**config.mk**
```make
export PLATFORM = sky130hd
export DESIGN_NAME = motor_thres_ramp
export DESIGN_NICKNAME = d
export VERILOG_FILES = /design/src/rtl/motor_thres_ramp_pkg.sv /design/src/rtl/motor_thres_ramp_thres_step_calc.sv /design/src/rtl/motor_thres_ramp.sv
export SDC_FILE = /design/constraint.sdc
export NUM_CORES = 1
export LEC_CHECK = 0
export ABC_AREA = 0
export CAP_MARGIN = 10
export CORE_UTILIZATION = 67
export CTS_BUF_LIST = sky130_fd_sc_hd__clkbuf_2 sky130_fd_sc_hd__clkbuf_4 sky130_fd_sc_hd__clkbuf_8
export CTS_CLUSTER_DIAMETER = 150
export DETAILED_ROUTE_END_ITERATION = 6
export PLACE_DENSITY = 0.95
export SYNTH_ARGS = -nofsm -noshare
export SYNTH_HDL_FRONTEND = slang
export SYNTH_SLANG_ARGS = --single-unit
```
**constraint.sdc**
```tcl
create_clock -name in_clk -period 18.55 [get_ports in_clk]
set_clock_uncertainty 0.15 [all_clocks]
set_input_delay 1.855 -clock in_clk [delete_from_list [all_inputs] [get_ports in_clk]]
set_output_delay 1.855 -clock in_clk [all_outputs]
set_load 0.05 [all_outputs]
```
**src/rtl/motor_thres_ramp_pkg.sv**
```systemverilog
// Shared definitions for the motor threshold ramp and the PWM generator.
package motor_thres_ramp_pkg;

  localparam int unsigned THRES_W = 16;
  localparam int unsigned CNT_W   = 8;

  localparam logic [THRES_W-1:0] RAMP_STEP_DEF    = 16'd50;
  localparam logic [THRES_W-1:0] THRES_MIN_DEF    = 16'd51;
  localparam logic [THRES_W-1:0] THRES_MAX_DEF    = 16'd2501;
  localparam logic [CNT_W-1:0]   DEAD_PERIODS_DEF = 8'd5;

  typedef enum logic [1:0] {
    ST_IDLE  = 2'd0,
    ST_RAMP  = 2'd1,
    ST_DECEL = 2'd2,
    ST_DEAD  = 2'd3
  } state_t;

  // Accepted speed request: clamped threshold plus direction (1 = forward).
  typedef struct packed {
    logic [THRES_W-1:0] thres;
    logic               dir;
  } cmd_t;

endpackage

```
**src/rtl/motor_thres_ramp_thres_step_calc.sv**
```systemverilog
// Combinational clamp of requested thresholds and the per-period step toward a target.
module thres_step_calc
  import motor_thres_ramp_pkg::*;
#(
  parameter logic [THRES_W-1:0] RAMP_STEP = RAMP_STEP_DEF,
  parameter logic [THRES_W-1:0] THRES_MIN = THRES_MIN_DEF,
  parameter logic [THRES_W-1:0] THRES_MAX = THRES_MAX_DEF
) (
  input  logic [THRES_W-1:0] i_cmd_thres,
  input  logic [THRES_W-1:0] i_cur,
  input  logic [THRES_W-1:0] i_target,
  output logic [THRES_W-1:0] o_clamped_c,
  output logic [THRES_W-1:0] o_ramp_nxt_c,
  output logic [THRES_W-1:0] o_decel_nxt_c
);

  logic [THRES_W:0]   w_diff;
  logic [THRES_W-1:0] w_mag;
  logic [THRES_W-1:0] w_rstep;
  logic [THRES_W-1:0] w_dstep;

  // Clamp a request into the legal range; zero means stop and passes through.
  always_comb begin
    o_clamped_c = i_cmd_thres;
    if (i_cmd_thres == '0) begin
      o_clamped_c = '0;
    end else if (i_cmd_thres < THRES_MIN) begin
      o_clamped_c = THRES_MIN;
    end else if (i_cmd_thres > THRES_MAX) begin
      o_clamped_c = THRES_MAX;
    end
  end

  // Signed distance kept one bit wider so a downward move cannot wrap.
  always_comb begin
    w_diff       = {1'b0, i_target} - {1'b0, i_cur};
    w_mag        = THRES_W'(w_diff[THRES_W] ? ((THRES_W + 1)'(0) - w_diff) : w_diff);
    w_rstep      = (w_mag > RAMP_STEP) ? RAMP_STEP : w_mag;
    o_ramp_nxt_c = w_diff[THRES_W] ? (i_cur - w_rstep) : (i_cur + w_rstep);
  end

  // Deceleration step toward zero, never below zero.
  always_comb begin
    w_dstep       = (i_cur > RAMP_STEP) ? RAMP_STEP : i_cur;
    o_decel_nxt_c = i_cur - w_dstep;
  end

endmodule

```
**src/rtl/motor_thres_ramp.sv**
```systemverilog
// Slews the PWM threshold toward the requested speed once per PWM period and
// sequences direction reversals through zero with a dead interval.
module motor_thres_ramp
  import motor_thres_ramp_pkg::*;
#(
  parameter logic [THRES_W-1:0] RAMP_STEP    = RAMP_STEP_DEF,
  parameter logic [THRES_W-1:0] THRES_MIN    = THRES_MIN_DEF,
  parameter logic [THRES_W-1:0] THRES_MAX    = THRES_MAX_DEF,
  parameter logic [CNT_W-1:0]   DEAD_PERIODS = DEAD_PERIODS_DEF
) (
  input  logic               in_clk,
  input  logic               in_rst_n,
  input  logic               cmd_valid,
  output logic               cmd_ready,
  input  logic [THRES_W-1:0] cmd_thres,
  input  logic               cmd_dir,
  input  logic               period_start,
  output logic [THRES_W-1:0] pwm_thres,
  output logic               dir_out,
  output logic               busy
);

  state_t             r_state;
  cmd_t               r_target;
  logic [THRES_W-1:0] r_thres;
  logic               r_dir;
  logic [CNT_W-1:0]   r_dead_cnt;
  logic               r_busy;
  logic               r_cmd_ready;

  state_t             w_state_nxt;
  logic [THRES_W-1:0] w_thres_nxt;
  logic               w_dir_nxt;
  logic [CNT_W-1:0]   w_cnt_nxt;
  logic [THRES_W-1:0] w_clamped;
  logic [THRES_W-1:0] w_ramp_nxt;
  logic [THRES_W-1:0] w_decel_nxt;

  thres_step_calc #(
    .RAMP_STEP (RAMP_STEP),
    .THRES_MIN (THRES_MIN),
    .THRES_MAX (THRES_MAX)
  ) u_step (
    .i_cmd_thres   (cmd_thres),
    .i_cur         (r_thres),
    .i_target      (r_target.thres),
    .o_clamped_c   (w_clamped),
    .o_ramp_nxt_c  (w_ramp_nxt),
    .o_decel_nxt_c (w_decel_nxt)
  );

  // State, output and command registers.
  always_ff @(posedge in_clk) begin
    if (!in_rst_n) begin
      r_state     <= ST_IDLE;
      r_target    <= '{thres: '0, dir: 1'b1};
      r_thres     <= '0;
      r_dir       <= 1'b1;
      r_dead_cnt  <= '0;
      r_busy      <= 1'b0;
      r_cmd_ready <= 1'b1;
    end else begin
      r_state     <= w_state_nxt;
      r_thres     <= w_thres_nxt;
      r_dir       <= w_dir_nxt;
      r_dead_cnt  <= w_cnt_nxt;
      r_busy      <= (w_state_nxt != ST_IDLE);
      r_cmd_ready <= 1'b1;
      if (cmd_valid && r_cmd_ready) begin
        r_target <= '{thres: w_clamped, dir: cmd_dir};
      end
    end
  end

  // Next-state logic; steps only on a period start, direction flips only at zero.
  always_comb begin
    w_state_nxt = r_state;
    w_thres_nxt = r_thres;
    w_dir_nxt   = r_dir;
    w_cnt_nxt   = r_dead_cnt;
    unique case (r_state)
      ST_IDLE: begin
        if (r_target.dir != r_dir) begin
          w_state_nxt = ST_DECEL;
        end else if (r_target.thres != r_thres) begin
          w_state_nxt = ST_RAMP;
        end
      end
      ST_RAMP: begin
        if (r_target.dir != r_dir) begin
          w_state_nxt = ST_DECEL;
        end else if (r_target.thres == r_thres) begin
          w_state_nxt = ST_IDLE;
        end else if (period_start) begin
          w_thres_nxt = w_ramp_nxt;
          if (w_ramp_nxt == r_target.thres) begin
            w_state_nxt = ST_IDLE;
          end
        end
      end
      ST_DECEL: begin
        if (r_thres == '0) begin
          w_cnt_nxt   = DEAD_PERIODS;
          w_state_nxt = ST_DEAD;
        end else if (period_start) begin
          w_thres_nxt = w_decel_nxt;
          if (w_decel_nxt == '0) begin
            w_cnt_nxt   = DEAD_PERIODS;
            w_state_nxt = ST_DEAD;
          end
        end
      end
      ST_DEAD: begin
        w_thres_nxt = '0;
        if (r_dead_cnt == '0) begin
          w_dir_nxt   = r_target.dir;
          w_state_nxt = ST_RAMP;
        end else if (period_start) begin
          w_cnt_nxt = r_dead_cnt - CNT_W'(1);
          if (r_dead_cnt == CNT_W'(1)) begin
            w_dir_nxt   = r_target.dir;
            w_state_nxt = ST_RAMP;
          end
        end
      end
      default: begin
        w_state_nxt = ST_IDLE;
      end
    endcase
  end

  assign cmd_ready = r_cmd_ready;
  assign pwm_thres = r_thres;
  assign dir_out   = r_dir;
  assign busy      = r_busy;

endmodule

```
; Word-level counts from Yosys, hierarchy flattened
; Cells that the tools add are included.
[op_classes]
eq_ne = 17
bitwise = 0
mul = 0
add_sub_neg = 6
div = 0
mux = 35
reduce_logical = 13
shift = 0
n_lt_le_gt_ge = 4
[op_table]
columns = operator, count
row1 = 2-to-1 mux 16 bit, 12
row2 = zero test 16 bit, 3
row3 = case mux 16 bit (3 select lines), 1
row4 = 2-to-1 mux 8 bit, 5
row5 = equality test 16 bit, 2
row6 = > comparator 16 x 6 -> 1 bit (second input constant), 2
row7 = subtractor 16 bit, 2
row8 = 2-to-1 mux 2 bit, 12
row9 = subtractor 16 x 16 -> 17 bit, 1
row10 = adder 16 bit, 1
row11 = > comparator 16 x 12 -> 1 bit (second input constant), 1
row12 = less-than comparator 16 x 6 -> 1 bit (second input constant), 1
row13 = != test 16 bit, 1
row14 = case mux 8 bit (2 select lines), 1
row15 = subtractor 1 x 16 -> 16 bit (first input constant), 1
row16 = != test 2 bit (second input constant), 7
row17 = equality test 8 x 1 -> 1 bit (second input constant), 1
row18 = zero test 8 bit, 1
row19 = case mux 2 bit (4 select lines), 1
row20 = nonzero test 2 bit, 4
row21 = subtractor 8 x 1 -> 8 bit (second input constant), 1
row22 = != test 3 bit (second input constant), 2
row23 = AND reduction 6 bit, 1
row24 = AND reduction 5 bit, 1
row25 = other kinds (7), 10
[word_totals]
latchBits = 0
ff_bits = 45
word_cells = 82
out_inout_bits = 19
n_memories = 0
inputBits = 21
ramBits = 0
rom_bits = 0

; Logic depth before layout (Yosys ltp)
[depth]
ltp_word = 14
mapped_depth = 38
depth_no_buf = 32

; Cells and area by module
; A second synthesis with hierarchy kept.
[hier_totals]
cells_unflattened = 763
hier_area_um2 = 5627.9
[by_module_without_submodules]
columns = mod, n_inst, area_each_um2, seq_area_each_um2, cells_each
row1 = thres_step_calc, 1, 3084.2, 0.0, 457
row2 = motor_thres_ramp, 1, 2543.7, 900.9, 306

; Worst setup path after synthesis
; OpenSTA, ideal clock, no wires.
[synth_path]
path_kind = flip-flop to flip-flop
from = register r_thres[1] (netlist: pwm_thres[1])
to = register r_busy (netlist: busy)
setup_time_ps = 130
period_less_slack_ps = 8052
setup_slack_ps = 10498
stages_incl_launch_ff = 36
n_path_buf = 4
required_time_ps = 18270
arrival_time_ps = 7772
path_cell_list = dfxtp_1 > clkbuf_1 > inv_1 > ha_1 > nor2b_2 > o2111ai_2 > nand3_2 > a2111oi_2 > nand4_1 > or4_1 > mux2i_1 > nand4bb_1 > buf_6 > or2_0 > clkbuf_2 > nor2_1 > inv_1 > ha_1 > clkbuf_1 > nor2_1 > o21bai_1 > nand2_1 > mux2_2 > o21ai_0 > ha_1 > a211oi_1 > o21ai_0 > nand3_1 > a31oi_1 > o41ai_1 > xnor2_1 > xor2_1 > nor4_1 > or2b_1 > o41ai_1 > o21ai_1
[synth_via]
elab_chain_cells = 14
word_cells_on_any_way = 27
classes_between = 5 x add/sub / 2 x order compare / 3 x eq/ne / 14 x mux / 3 x reduce/logical
[synth_rtl]
columns = element, line
row1 = from (decl), motor_thres_ramp.sv:25  ; logic [THRES_W-1:0] r_thres;
row2 = from (signal assigned), motor_thres_ramp.sv:64  ; r_thres <= w_thres_nxt;
row3 = subtractor 16 x 16 -> 17 bit, motor_thres_ramp_thres_step_calc.sv:36  ; w_diff = {1'b0, i_target} - {1'b0, i_cur};
row4 = subtractor 1 x 16 -> 16 bit, motor_thres_ramp_thres_step_calc.sv:37  ; w_mag = THRES_W'(w_diff[THRES_W] ? ((THRES_W + 1)'(0) - w_diff) : w_diff);
row5 = 2-to-1 mux 16 bit, motor_thres_ramp_thres_step_calc.sv:37
row6 = > comparator 16 x 6 -> 1 bit, motor_thres_ramp_thres_step_calc.sv:38  ; w_rstep = (w_mag > RAMP_STEP) ? RAMP_STEP : w_mag;
row7 = 2-to-1 mux 16 bit, motor_thres_ramp_thres_step_calc.sv:38
row8 = adder 16 bit / subtractor 16 bit (equally long branches), motor_thres_ramp_thres_step_calc.sv:39  ; o_ramp_nxt_c = w_diff[THRES_W] ? (i_cur - w_rstep) : (i_cur + w_rstep);
row9 = 2-to-1 mux 16 bit, motor_thres_ramp_thres_step_calc.sv:39
row10 = equality test 16 bit, motor_thres_ramp.sv:96  ; if (w_ramp_nxt == r_target.thres) begin
row11 = 2-to-1 mux 2 bit, motor_thres_ramp.sv:96
row12 = 2-to-1 mux 2 bit, motor_thres_ramp.sv:94  ; end else if (period_start) begin
row13 = 2-to-1 mux 2 bit, motor_thres_ramp.sv:92  ; end else if (r_target.thres == r_thres) begin
row14 = 2-to-1 mux 2 bit, motor_thres_ramp.sv:90  ; if (r_target.dir != r_dir) begin
row15 = case mux 2 bit (4 select lines) *, motor_thres_ramp.sv:81  ; unique case (r_state)
row16 = nonzero test 2 bit *, motor_thres_ramp.sv:67  ; r_busy <= (w_state_nxt != ST_IDLE);
row17 = to (signal assigned), motor_thres_ramp.sv:67
row18 = to (decl), motor_thres_ramp.sv:28  ; logic r_busy;
; Mark *: on every way between the ends. The rest lies on a longest branch, timed or not.
; A chain may end at the register's enable or synchronous reset.

; Worst setup path after layout
[layout_path]
from = register r_thres[1] (netlist: pwm_thres[1])
to = register r_state[0]
[layout_via]
elab_chain_cells = 13
word_cells_on_any_way = 26
classes_between = 5 x add/sub / 2 x order compare / 3 x eq/ne / 14 x mux / 2 x reduce/logical
[layout_rtl]
columns = element, line
row1 = subtractor 16 x 16 -> 17 bit, motor_thres_ramp_thres_step_calc.sv:36
row2 = subtractor 1 x 16 -> 16 bit, motor_thres_ramp_thres_step_calc.sv:37
row3 = 2-to-1 mux 16 bit, motor_thres_ramp_thres_step_calc.sv:37
row4 = > comparator 16 x 6 -> 1 bit, motor_thres_ramp_thres_step_calc.sv:38
row5 = 2-to-1 mux 16 bit, motor_thres_ramp_thres_step_calc.sv:38
row6 = adder 16 bit / subtractor 16 bit (equally long branches), motor_thres_ramp_thres_step_calc.sv:39
row7 = 2-to-1 mux 16 bit, motor_thres_ramp_thres_step_calc.sv:39
row8 = equality test 16 bit, motor_thres_ramp.sv:96
row9 = 2-to-1 mux 2 bit, motor_thres_ramp.sv:96
row10 = 2-to-1 mux 2 bit, motor_thres_ramp.sv:94
row11 = 2-to-1 mux 2 bit, motor_thres_ramp.sv:92
row12 = 2-to-1 mux 2 bit, motor_thres_ramp.sv:90
row13 = case mux 2 bit (4 select lines) *, motor_thres_ramp.sv:81
row14 = to (signal assigned), motor_thres_ramp.sv:63  ; r_state <= w_state_nxt;
row15 = to (decl), motor_thres_ramp.sv:23  ; state_t r_state;
; Marks and branches as above.

==> results.txt <==
Worst-skew pair later-pin latency: 0.31 ns
F_max: 105 MHz
Period minus WS final: 9.50 ns
Synth Area in Compound Gates: 0.306
Core ar.: 0.00781 mm^2
Multiplexer share of the synthesized area: 0.0154
Relative slew slack: 0.194
Highest metal layer with signal wires: met4
Core Rows: 32
Synth async-reset ratio: 0
Critical Path Slowest Stage Cell: dfxtp_1
Via count: 6070
Post-CTS Resized: 0
Netlist Area Pre-Place: 0.00544 mm^2
# IOs: 40
Fin area: 0.00586 mm^2
Top post-synthesis cells by area: dfxtp_1 (17%), ha_1 (8.3%), nor2_1 (5.2%), xnor2_1 (5.2%), nand2_1 (5.0%)
Gate Count Post-Synth: 735
Synthesis-stage register bit count: 45
DIE AREA: 0.00849 mm^2
Crit. End Element: flop
Yosys warns: 0
Synth top area share: 0.166
CTS tree: built
Post-synth top area cell: dfxtp_1
Post-CTS Setup Bufs: 0
Storage cell area: 901 um^2
Metal3 WL: 1900 um
Initial Utilization: 0.697
Pre-Repair DR Iteration Count: 6
Synth cell count leaders: nor2_1 (75), nand2_1 (73), a21oi_1 (48), o21ai_0 (48), dfxtp_1 (45)
Setup CP Type: reg -> reg
Multi-input gate area: 0.00418 mm^2
Gpl congestion: 1.02
Hpwl dp: 13600 um
Largest net degree at the start of global routing: 34
Port bufs: 38
Measured slew at the worst slew-check pin: 1.21 ns
Layout Nets: 807
Vias in the first global route: 5604
Met2 wire length: 7580 um
Final setup viols: 0
# H-tree levels: 2
Clock Path Buffers: 2
Die height: 92.1 um
Most frequent cell after synthesis: nor2_1
Status: completed
Crit-path max FO: 11
CP startpoint kind: flop
Post-CTS Hold Buffers: 0
Post-Synth Simple-Gate Area: 0.256
Gr ovfl total: 0
DR vias/cell: 7.13
Antenna Nets Post-Route: 0
Main synth FF type: dfxtp_1
Routed WL: 17300 um
Clock slew seen by the registers of the worst setup and hold paths: 0.09 ns
Sequential fraction of the synthesis area: 0.166
RSZ-0062 raised after global routing: no
Largest family of logic cells by synthesized area: compound AO/OA/AOI/OAI gates
Initial antenna violation count: 0
Metal-1 WL: 6960 um
Layout area overhead: 7.61%
HP Class: reg -> reg
Clk sink count: 45
Total GRT Usage: 0.420
# Max-Cap Violations: 0
Worst path required time: 18.58 ns
Layout fillers: 638
Inserted Diodes: 0
Largest stage delay, worst path: 0.64 ns
Final Max Slew Viols: 0
Critical path arrival: 9.53 ns
Final period util: 0.512
Share of post-route cells with drive strength above 1: 0.0534
Die width: 92.1 um
Post-synthesis xor/xnor area fraction: 0.0984
Routed len/inst: 20.4 um
R2r setup slk: 9.05 ns
EDFF count, synth: 0
Adder-Cell Fraction of Synth Area: 0.0901
Hold slack: 0.373 ns
DRC viols: 0
Drt initial violations: 680
Global-route wire length before repair: 28300 um
CTS buffer count: 5
Final number of hold-violating endpoints: 0
Root buf cell: clkbuf_8
Mean post-synth cell area: 7.40 um^2
Setup_tns: 0 ns
Placed inst area: 0.00575 mm^2
Cell variety after synth: 98
==> worst max-delay path: cells and delay by family, from the launching register on <==
kind            cells  cell delay [ns]
flops               1             0.64
buf+inv             2             0.23
mux                 2             0.40
fa+ha+maj           3             0.94
xor+xnor            3             0.75
simple gates       13             3.94
compound gates      8             2.31
==> metal layers <==
layer | GRT usage | vias to the layer above
li1 | - | 2780
met1 | 0.550 | 2831
met2 | 0.665 | 374
met3 | 0.0688 | 85
met4 | 0.214 | 0
met5 | 0 | -
==> layout by cell type (no fill, tap or decap), drive strengths merged, types with 4 or more instances in the layout <==
cell           instances
nor2                  77
nand2                 73
o21ai                 52
a21oi                 49
dfxtp                 45
inv                   41
clkdlybuf4s50         38
ha                    36
xnor2                 32
nor3                  24
xor2                  23
nand3                 17
a31oi                 14
nor4                  13
nand4                 12
o211ai                11
a211oi                11
a21o                  10
and3                  10
or4                    9
o22ai                  8
clkbuf                 7
and2                   7
o31ai                  7
a2111oi                7
a22oi                  6
or2                    6
a22o                   5
mux2i                  5
a41o                   5
o221ai                 5
nand2b                 4
a211o                  4
a311oi                 4
o211a                  4
==> area by class of cell <==
class | count | share of cell area
Multi-Input combinational cell | 614 | 0.714
Sequential cell | 45 | 0.154
Timing Repair Buffer | 39 | 0.0658
Inverter | 43 | 0.0276
Tap cell | 102 | 0.0218
Clock buffer | 7 | 0.0165
Clock inverter | 1 | 0.000855
==> flip-flops by register name, summed over array words and instances (netlist names) <==
name        cells
dir_out         1
r_dead_cnt      8
pwm_thres      16
busy            1
r_target       17
r_state         2
==> worst paths after layout <==
check,cells after the start,endpoint,start
max reg2reg,31,r_state[0],pwm_thres[1]
min,2,r_dead_cnt[1],r_dead_cnt[1]
min reg2reg,2,r_dead_cnt[1],r_dead_cnt[1]
max,31,r_state[0],pwm_thres[1]
==> per-stage QoR <==
step,cells,setup slack [ns],util
global route,851,8.50,0.750
global placement,842,9.76,0.736
floorplan,736,10.50,-
detailed placement,842,9.50,0.736
CTS,850,9.43,0.749
finish,851,9.05,0.750
==> kinds of logic after synthesis <==
kind of cell,Yosys count
adder cells (fa/ha/maj),38
flip-flops,45
buffers and inverters,77
XOR/XNOR,57
multiplexers,8
AND/OR/NAND/NOR,275
other,1
AO/OA/AOI/OAI,234
Power is left out: the tool's default activity adds up to more than one toggle a clock period on the data nets, which glitch-free logic cannot reach.
